## src/rtl/servo_scan_ctrl_if.sv

```systemverilog
// Scan-chain and result-beat bundle between the servo scan controller and its neighbours.
// Master is the controller side; slave is the counter chain plus result consumer.
interface servo_scan_ctrl_if;
    logic        scan_en;
    logic        scan_in;
    logic        scan_ret;
    logic        res_valid;
    logic        res_ready;
    logic [3:0]  res_ch;
    logic [1:0]  res_status;
    logic [11:0] res_width;

    modport master (
        output scan_en, scan_in, res_valid, res_ch, res_status, res_width,
        input  scan_ret, res_ready
    );

    modport slave (
        input  scan_en, scan_in, res_valid, res_ch, res_status, res_width,
        output scan_ret, res_ready
    );
endinterface

```

## src/rtl/servo_scan_ctrl.sv

```systemverilog
// Frames servo pulse counters: clear chain, measure, shift results out, drain one beat per channel.
// Beats follow the shift with zero added latency; res_ready stalls hold the beat, and a stall past the frame deadline pulses overrun.
module servo_scan_ctrl #(
    parameter int NCH         = 4,
    parameter int FRAME_TICKS = 20000,
    parameter int CH_BITS     = 14
) (
    input  logic              i_clk,
    input  logic              i_rst,
    input  logic              i_enable,
    servo_scan_ctrl_if.master io_scan,
    output logic              o_overrun
);

    localparam int SHIFT_LEN = NCH * CH_BITS;
    localparam int BW        = $clog2(SHIFT_LEN + 1);
    localparam int FW        = $clog2(FRAME_TICKS);

    localparam logic [BW-1:0] BIT_LAST   = BW'(SHIFT_LEN - 1);
    localparam logic [BW-1:0] BIT_ONE    = BW'(1);
    localparam logic [FW-1:0] FRAME_LAST = FW'(FRAME_TICKS - 1);
    localparam logic [FW-1:0] FRAME_ONE  = FW'(1);
    localparam logic [3:0]    CH_LAST    = 4'(NCH - 1);

    typedef enum logic [2:0] {
        S_IDLE,
        S_CLEAR,
        S_MEASURE,
        S_SHIFT,
        S_DRAIN
    } state_t;

    state_t                 r_state;
    logic [BW-1:0]          r_bit_cnt;
    logic [FW-1:0]          r_frame_cnt;
    logic [SHIFT_LEN-1:0]   r_capture;
    logic                   r_scan_en;
    logic                   r_res_valid;
    logic [3:0]             r_res_ch;
    logic                   r_overrun;
    logic                   r_missed;

    logic                   w_shift_done;
    logic                   w_frame_term;
    logic                   w_beat_acc;
    logic                   w_last_acc;
    logic [SHIFT_LEN-1:0]   w_cap_next;

    assign w_shift_done = (r_bit_cnt == BIT_LAST);
    assign w_frame_term = (r_frame_cnt == FRAME_LAST);
    assign w_beat_acc   = r_res_valid & io_scan.res_ready;
    assign w_last_acc   = w_beat_acc & (r_res_ch == CH_LAST);
    assign w_cap_next   = {r_capture[SHIFT_LEN-2:0], io_scan.scan_ret};

    always_ff @(posedge i_clk) begin
        if (i_rst) begin
            r_state     <= S_IDLE;
            r_bit_cnt   <= '0;
            r_frame_cnt <= '0;
            r_capture   <= '0;
            r_scan_en   <= 1'b0;
            r_res_valid <= 1'b0;
            r_res_ch    <= 4'd0;
            r_overrun   <= 1'b0;
            r_missed    <= 1'b0;
        end else begin
            r_overrun <= 1'b0;
            case (r_state)
                S_IDLE: begin
                    r_frame_cnt <= '0;
                    if (i_enable) begin
                        r_state   <= S_CLEAR;
                        r_scan_en <= 1'b1;
                        r_bit_cnt <= '0;
                    end
                end

                S_CLEAR: begin
                    r_bit_cnt <= r_bit_cnt + BIT_ONE;
                    if (w_shift_done) begin
                        r_scan_en   <= 1'b0;
                        r_bit_cnt   <= '0;
                        r_frame_cnt <= '0;
                        r_state     <= i_enable ? S_MEASURE : S_IDLE;
                    end
                end

                S_MEASURE: begin
                    if (!i_enable) begin
                        r_state     <= S_IDLE;
                        r_frame_cnt <= '0;
                    end else if (w_frame_term) begin
                        r_state   <= S_SHIFT;
                        r_scan_en <= 1'b1;
                        r_bit_cnt <= '0;
                    end else begin
                        r_frame_cnt <= r_frame_cnt + FRAME_ONE;
                    end
                end

                S_SHIFT: begin
                    r_capture <= w_cap_next;
                    r_bit_cnt <= r_bit_cnt + BIT_ONE;
                    // Next frame's window opens as the shift completes, overlapping the drain.
                    if (w_shift_done) begin
                        r_scan_en   <= 1'b0;
                        r_bit_cnt   <= '0;
                        r_frame_cnt <= '0;
                        r_missed    <= 1'b0;
                        r_res_valid <= 1'b1;
                        r_res_ch    <= 4'd0;
                        r_state     <= S_DRAIN;
                    end
                end

                S_DRAIN: begin
                    if (!w_frame_term) begin
                        r_frame_cnt <= r_frame_cnt + FRAME_ONE;
                    end else if (!r_missed && !w_last_acc) begin
                        r_overrun <= 1'b1;
                        r_missed  <= 1'b1;
                    end
                    // Capture shifts down one channel per beat so the current beat always sits in the low bits.
                    if (w_beat_acc) begin
                        r_capture <= r_capture >> CH_BITS;
                        r_res_ch  <= r_res_ch + 4'd1;
                        if (r_res_ch == CH_LAST) begin
                            r_res_valid <= 1'b0;
                            r_res_ch    <= 4'd0;
                            if (!i_enable) begin
                                r_state     <= S_IDLE;
                                r_frame_cnt <= '0;
                            end else if (w_frame_term) begin
                                r_state   <= S_SHIFT;
                                r_scan_en <= 1'b1;
                                r_bit_cnt <= '0;
                            end else begin
                                r_state <= S_MEASURE;
                            end
                        end
                    end
                end

                default: begin
                    r_state <= S_IDLE;
                end
            endcase
        end
    end

    assign io_scan.scan_en    = r_scan_en;
    assign io_scan.scan_in    = 1'b0;
    assign io_scan.res_valid  = r_res_valid;
    assign io_scan.res_ch     = r_res_ch;
    assign io_scan.res_status = r_capture[CH_BITS-1 -: 2];
    assign io_scan.res_width  = r_capture[CH_BITS-3:0];
    assign o_overrun          = r_overrun;

endmodule

```

## src/flat_wrapper.sv

```systemverilog
// flat-port wrapper written by rule: the top's interface ports become plain ports
module servo_scan_ctrl_flat 
#(
    parameter int NCH         = 4,
    parameter int FRAME_TICKS = 20000,
    parameter int CH_BITS     = 14
)
  (i_clk, i_rst, i_enable, o_overrun, io_scan_scan_en, io_scan_scan_in, io_scan_res_valid, io_scan_res_ch, io_scan_res_status, io_scan_res_width, io_scan_scan_ret, io_scan_res_ready);
  servo_scan_ctrl_if io_scan_i ();
  input  logic i_clk;
  input  logic i_rst;
  input  logic i_enable;
  output logic o_overrun;
  output wire logic [$bits(io_scan_i.scan_en)-1:0] io_scan_scan_en;
  output wire logic [$bits(io_scan_i.scan_in)-1:0] io_scan_scan_in;
  output wire logic [$bits(io_scan_i.res_valid)-1:0] io_scan_res_valid;
  output wire logic [$bits(io_scan_i.res_ch)-1:0] io_scan_res_ch;
  output wire logic [$bits(io_scan_i.res_status)-1:0] io_scan_res_status;
  output wire logic [$bits(io_scan_i.res_width)-1:0] io_scan_res_width;
  input wire logic [$bits(io_scan_i.scan_ret)-1:0] io_scan_scan_ret;
  input wire logic [$bits(io_scan_i.res_ready)-1:0] io_scan_res_ready;
  assign io_scan_scan_en = io_scan_i.scan_en;
  assign io_scan_scan_in = io_scan_i.scan_in;
  assign io_scan_res_valid = io_scan_i.res_valid;
  assign io_scan_res_ch = io_scan_i.res_ch;
  assign io_scan_res_status = io_scan_i.res_status;
  assign io_scan_res_width = io_scan_i.res_width;
  assign io_scan_i.scan_ret = io_scan_scan_ret;
  assign io_scan_i.res_ready = io_scan_res_ready;
  servo_scan_ctrl #(.NCH(NCH), .FRAME_TICKS(FRAME_TICKS), .CH_BITS(CH_BITS)) u_core (.i_clk(i_clk), .i_rst(i_rst), .i_enable(i_enable), .io_scan(io_scan_i), .o_overrun(o_overrun));
endmodule
```

## config.mk

```make
export PLATFORM = sky130hd
export DESIGN_NAME = servo_scan_ctrl_flat
export DESIGN_NICKNAME = d
export VERILOG_FILES = /design/src/rtl/servo_scan_ctrl_if.sv /design/src/rtl/servo_scan_ctrl.sv /design/src/flat_wrapper.sv
export SDC_FILE = /design/constraint.sdc
export NUM_CORES = 1
export LEC_CHECK = 0
export CAP_MARGIN = 20
export CORE_MARGIN = 2
export CORE_UTILIZATION = 45
export CTS_CLUSTER_SIZE = 28
export DETAILED_ROUTE_END_ITERATION = 6
export HOLD_SLACK_MARGIN = 0.02
export PLACE_DENSITY = 0.67
export SLEW_MARGIN = 30
export SYNTH_ARGS = -nofsm -noshare
export SYNTH_HDL_FRONTEND = slang
export SYNTH_SLANG_ARGS = --single-unit
```

## constraint.sdc

```tcl
create_clock -name i_clk -period 2 [get_ports i_clk]
set_input_delay 0.2 -clock i_clk [delete_from_list [all_inputs] [get_ports i_clk]]
set_output_delay 0.2 -clock i_clk [all_outputs]
set_load 0.01 [all_outputs]
```

Word-level counts from Yosys, hierarchy flattened
Cells that the tools add are included.
{"block": "totals", "regBits": 88}
{"block": "classes", "reduce_logical": 16, "eq_ne": 16, "muxes": 45, "addsub": 3, "bitwise_logic": 4}
{"operator": "one-hot mux 56 bit (2 select lines)", "n": 1}
{"operator": "two-way mux 15 bit", "n": 5}
{"operator": "one-hot mux 15 bit (4 select lines)", "n": 1}
{"operator": "two-way mux 56 bit", "n": 1}
{"operator": "two-way mux 6 bit", "n": 6}
{"operator": "two-way mux 3 bit", "n": 8}
{"operator": "one-hot mux 6 bit (4 select lines)", "n": 1}
{"operator": "adder 15 x 1 -> 15 bit (second input constant)", "n": 1}
{"operator": "== test 15 bit (second input constant)", "n": 1}
{"operator": "one-hot mux 3 bit (5 select lines)", "n": 1}
{"operator": "inequality test 2 x 1 -> 1 bit (second input constant)", "n": 7}
{"operator": "two-way mux 1 bit", "n": 13}
{"operator": "two-way mux 4 bit", "n": 3}
{"operator": "AND reduction 4 bit", "n": 3}
{"operator": "one-hot mux 4 bit (2 select lines)", "n": 1}
{"operator": "adder 6 x 1 -> 6 bit (second input constant)", "n": 1}
{"operator": "== test 3 x 2 -> 1 bit (second input constant)", "n": 2}
{"operator": "== test 6 bit (second input constant)", "n": 1}
{"operator": "AND reduction 6 bit", "n": 1}
{"operator": "AND reduction 5 bit", "n": 1}
{"operator": "adder 4 x 1 -> 4 bit (second input constant)", "n": 1}
{"operator": "== test 4 x 2 -> 1 bit (second input constant)", "n": 1}
{"operator": "one-hot mux 1 bit (2 select lines)", "n": 2}
{"operator": "one-hot mux 1 bit (4 select lines)", "n": 1}
{"operator": "other kinds (16)", "n": 20}

Depth between registers and ports, before layout
{"block": "logic_depth", "depth_word": 7, "depth_mapped": 8, "mapped_depth_nobuf": 5}

Worst setup path before layout
Ideal clock, no wire load.
{"block": "synth_timing", "path_kind": "register to register", "startpoint": "reg u_core.r_frame_cnt[0]", "endpoint": "reg u_core.r_frame_cnt[0]", "path_buffers": 1, "setup_ns": 0.070, "t_arrival_ns": 1.675, "setup_slack_ns": 0.255, "stages_incl_launch_ff": 7, "required_time_ns": 1.930, "cell_sequence": "dfxtp_1 > ha_1 > and4b_1 > and4_1 > buf_2 > or3_1 > a21oi_1"}
{"block": "synth_between", "elab_chain_cells": 6}
{"element": "from (decl)", "line": "servo_scan_ctrl.sv:35", "source": "logic [FW-1:0] r_frame_cnt;"}
{"element": "from (signal assigned)", "line": "servo_scan_ctrl.sv:97", "source": "r_frame_cnt <= r_frame_cnt + FRAME_ONE;"}
{"element": "from (signal assigned)", "line": "servo_scan_ctrl.sv:118", "source": "r_frame_cnt <= r_frame_cnt + FRAME_ONE;"}
{"element": "adder 15 x 1 -> 15 bit or == test 15 bit (tied branches)", "line": "servo_scan_ctrl.sv:97, servo_scan_ctrl.sv:118, servo_scan_ctrl.sv:50"}
{"element": "two-way mux 15 bit (*)", "line": "servo_scan_ctrl.sv:92", "source": "end else if (w_frame_term) begin"}
{"element": "two-way mux 15 bit", "line": "servo_scan_ctrl.sv:130", "source": "if (!i_enable) begin"}
{"element": "two-way mux 15 bit", "line": "servo_scan_ctrl.sv:127", "source": "if (r_res_ch == CH_LAST) begin"}
{"element": "two-way mux 15 bit", "line": "servo_scan_ctrl.sv:124", "source": "if (w_beat_acc) begin"}
{"element": "one-hot mux 15 bit (4 select lines) (*)", "line": "servo_scan_ctrl.sv:68", "source": "case (r_state)"}
Mark *: on every way between the ends. The rest lies on a longest branch, timed or not.
A chain may end at the register's enable or synchronous reset.

Worst setup path in the final report
{"block": "layout_timing", "startpoint": "reg u_core.r_res_ch[0] (netlist: u_core.io_scan.res_ch[0])", "endpoint": "reg u_core.r_bit_cnt[3]"}
{"block": "layout_between", "elab_chain_cells": 3}
{"element": "from (decl)", "line": "servo_scan_ctrl.sv:39", "source": "logic [3:0] r_res_ch;"}
{"element": "from (signal assigned)", "line": "servo_scan_ctrl.sv:126", "source": "r_res_ch <= r_res_ch + 4'd1;"}
{"element": "== test 4 x 2 -> 1 bit", "line": "servo_scan_ctrl.sv:127"}
{"element": "inequality test 2 x 1 -> 1 bit (no line)"}
{"element": "AND reduction 4 bit (no line)"}
{"element": "to (signal assigned)", "line": "servo_scan_ctrl.sv:79", "source": "r_bit_cnt <= r_bit_cnt + BIT_ONE;"}
{"element": "to (signal assigned)", "line": "servo_scan_ctrl.sv:103", "source": "r_bit_cnt <= r_bit_cnt + BIT_ONE;"}
{"element": "to (decl)", "line": "servo_scan_ctrl.sv:34", "source": "logic [BW-1:0] r_bit_cnt;"}
No other way between the ends.

==> flow_summary.rst <==
.. list-table::
   :header-rows: 1

   * - Metric
     - Value
   * - Hold Fails Final Rpt
     - 0
   * - Area growth, synth to finish
     - 12.35%
   * - Via count of the first global-routing pass
     - 3,601
   * - Data arrival time of the critical path
     - 2140 ps
   * - Switching power share of the total
     - 29.59%
   * - Latest clock arrival within the worst-skew pair
     - 360 ps
   * - Via count of the routed design
     - 3,879
   * - Status
     - finished clean
   * - Peak VDD IR
     - 383.9 uV
   * - Share of the clock period used by the worst path after layout
     - 95.15%
   * - Average vias per placed instance
     - 5.696
   * - Worst Setup Slack, final
     - 96.91 ps
   * - Post-place setup slack
     - 14.46 ps
   * - IO buf count
     - 25
   * - Unrepaired setup endpoints after global routing
     - false
   * - # clock sinks
     - 88
   * - Routed wire length per instance
     - 14.12 um
   * - Top_reg_cell synth
     - dfxtp_1
   * - Warnings, synthesis
     - 0
   * - Worst hold path type
     - input port to flop
   * - Skew final
     - 9.600 ps
   * - CP endpoint kind
     - flop
   * - Largest delay contributor family on the critical path
     - compound AO/OA/AOI/OAI gates
   * - Required time of the critical path
     - 2240 ps
   * - Cell depth of the worst hold path
     - 2
   * - Die footprint
     - 11,070 um2
   * - TritonCTS clock tree
     - yes
   * - Die outline height
     - 105.2 um
   * - Cell count after synthesis
     - 533
   * - FF+latch count, synth
     - 88
   * - Instance area at placement
     - 4945 um2
   * - Initial standard-cell utilization of the core
     - 46.74%
   * - Placeable Area
     - 9864 um2
   * - I/O pin count
     - 27
   * - Post-Syn Area per Cell
     - 8.650 um2
   * - Fraction of layout cells with a size suffix above 1
     - 17.52%
   * - Internal portion of total power
     - 2909 uW
   * - Post-synth EDFFs
     - 0
   * - Post-Layout Cell Count
     - 681
   * - Count of cell types in the netlist
     - 64
   * - Depth of the CTS H-tree
     - 3
   * - Placed wire-length estimate after detailed placement
     - 6561 um
   * - Total power divided by cell area
     - 797.6 nW/um2
   * - Number of gates on the worst path with buffers counted
     - 5
   * - Highest attainable clock frequency
     - 0.5255 GHz
   * - Gp weighted congestion
     - 0.8029
   * - Fraction of synthesis flops using an asynchronous set or reset pin
     - 0%
   * - Post-CTS setup buffer count
     - 0
   * - Global-route wire length before repair
     - 16,800 um
   * - Static power due to leakage
     - 0.001529 uW
   * - Synth Net Count
     - 541
   * - Total Routing Usage GR
     - 17.95%
   * - Total of cells resized after clock tree synthesis
     - 0
   * - Antenna cells
     - 0
   * - Largest net degree at the start of global routing
     - 65
   * - Number of rows created at floorplan
     - 36
   * - CP Class
     - flop to flop
   * - Max incr delay on CP
     - 460 ps
   * - Slowest cell on crit path
     - o41ai_1
   * - Number of nets still failing antenna checks after routing
     - 0
   * - Area of the mapped netlist
     - 4611 um2
   * - DRC marker count from the first detailed-route iteration
     - 280
   * - Startpoint type of the worst setup path
     - flop
   * - Clock transition at the register clock pins on the worst setup and hold paths after CTS
     - 90 ps
   * - Max-capacitance violation count
     - 0
   * - Final design utilization
     - 52.51%
   * - Nets@finish
     - 551
   * - Max Transition Viols Final
     - 0
   * - Highest fanout seen on the critical path
     - 6
   * - Drt drc
     - 0
   * - CTS buffer count
     - 9
   * - Root buffer cell
     - clkbuf_8
   * - Clock period minus worst slack
     - 1903 ps
   * - Buffer levels on the longest clock path
     - 2
   * - Relative contribution of the clock network to total power
     - 34.8%
   * - Final standard cell area without fillers
     - 5180 um2
   * - Number of buffer and inverter stages on the critical path
     - 0
   * - Number of hold-repair buffers added at the cts stage
     - 0
   * - Die Span X
     - 105.2 um
   * - DRT Wirelength
     - 9616 um
   * - Power share of the combinational group
     - 18.2%
   * - Cell count after placement
     - 665
   * - Iteration count of the initial detailed-routing pass
     - 5
   * - GRT overflow
     - 0
   * - Register-to-Register Path Depth
     - 5
   * - Antenna violations before repair
     - 0
   * - Setup violation total in the final timing report
     - 0
   * - Sequential cell area fraction in the yosys report
     - 38.21%
   * - Setup TNS
     - 0 ps
   * - Cell Chain, Critical Path
     - ha_1 > nand4b_1 > o41ai_1 > o221a_2 > a311oi_1
   * - NetSw
     - 1223 uW
   * - Fraction of power consumed by sequential logic
     - 47.0%
-- power by group through the flow --
stage / combinational, uW / clock, uW / sequential [uW]
global route: 828 / 1550 / 1960
CTS: 756 / 1480 / 1940
global placement: 736 / 0 / 1980
floorplan: 575 / 0 / 1950
finish: 753 / 1440 / 1940
detailed placement: 751 / 0 / 1980
-- synth_stat cells, types with 2 or more instances --
cell type	count	area share (%)
nand2_1	104	8.5
dfxtp_1	88	38
nor2_1	64	5.2
a311oi_2	40	13
a21oi_1	24	2.6
buf_4	17	2.8
a22oi_1	15	2.4
buf_2	14	1.5
o21ai_0	13	1.4
clkbuf_1	12	0.98
nand3_1	10	1.1
inv_1	9	0.73
or4_1	9	1.5
o31ai_1	8	1.3
a211oi_1	7	1.1
buf_6	7	1.7
nand4_1	6	0.81
and4_1	5	0.95
o211ai_1	5	0.81
a311oi_1	4	0.76
and3_1	4	0.54
nor3_1	4	0.43
buf_1	3	0.24
ha_1	3	0.81
nor2b_1	3	0.41
nor3b_1	3	0.49
o2111ai_1	3	0.57
or3_1	3	0.41
a41oi_1	2	0.38
and2_1	2	0.27
nand2b_1	2	0.27
nand3b_1	2	0.33
nand4b_1	2	0.38
nor3b_2	2	0.54
nor4_1	2	0.27
o21a_1	2	0.33
o22ai_1	2	0.27
o311a_1	2	0.43
-- sequential cells by signal, summed over array words and instances, names as in the netlist --
signal	flops
u_core.r_capture	56
u_core.r_bit_cnt	6
u_core.io_scan.scan_en	1
u_core.r_state	3
u_core.r_missed	1
u_core.io_scan.res_valid	1
u_core.o_overrun	1
u_core.io_scan.res_ch	4
u_core.r_frame_cnt	15
-- per-layer routing --
layer / vias to the layer above / GRT usage, % / wire length (um)
met1: 1817 / 25.61 / 4685
met3: 7 / 4.082 / 487
met2: 86 / 27.10 / 4352
met5: - / 0 / 0
met4: 0 / 5.048 / 91
li1: 1969 / - / -
-- cell families (layout without fill, tap and decap cells) --
family / after synthesis / count (layout) / synth area share, %
adders and majority gates: 3 / 3 / 0.8142
muxes: 2 / 2 / 0.4613
AOI/OAI and AO/OA: 141 / 141 / 28.52
xor gates and xnor gates: 1 / 1 / 0.1900
and+or+nand+nor: 234 / 234 / 23.69
buffers and inverters: 63 / 78 / 8.032
DFF: 88 / 88 / 38.21
other: 1 / 1 / 0.08133
-- placed cells by master (no fill, tap or decap), drive strengths merged, types with 4 or more instances in the layout --
cell	count
clkbuf	9
and4	5
buf	28
a22oi	15
nor3b	5
o211ai	5
clkdlybuf4s50	24
nor2	64
nand2	104
inv	14
nor3	4
dfxtp	88
a311oi	44
o31ai	8
nand4	6
nand3	11
and3	4
a21oi	25
or4	9
o21ai	13
a211oi	7
-- cell type report --
type | instances | area, um2
fillers | 916 | 4684
inverters | 10 | 37.54
flip-flops and latches | 88 | 1763
clock inverters | 7 | 108.9
repair buffers | 52 | 485.5
clock buffers | 9 | 123.9
well taps | 133 | 166.4
multi-input cells | 382 | 2495
-- final timing paths --
path              slack, ps                startpoint                   to
hold reg to reg         440           u_core.r_missed     u_core.o_overrun
setup reg to reg        100  u_core.io_scan.res_ch[0]  u_core.r_bit_cnt[3]
hold / removal          160                     i_rst  u_core.r_bit_cnt[4]
setup / recovery        100  u_core.io_scan.res_ch[0]  u_core.r_bit_cnt[3]
-- worst reg2reg max path, cell delays in order, from the launching register on --
cell	delay, ps
dfxtp_1	400
ha_1	200
nand4b_1	310
o41ai_1	460
o221a_2	320
a311oi_1	100
-- through the flow --
| step | hold WS, ps | power, uW |
|---|---|---|
| after floorplan | 391.0 | 2521 |
| after global placement | 440.5 | 2713 |
| after detailed placement | 429.7 | 2731 |
| after CTS | 146.2 | 4177 |
| after global routing | 154.4 | 4335 |
| final | 159.4 | 4132 |
Power figures use the tool's default switching activity.
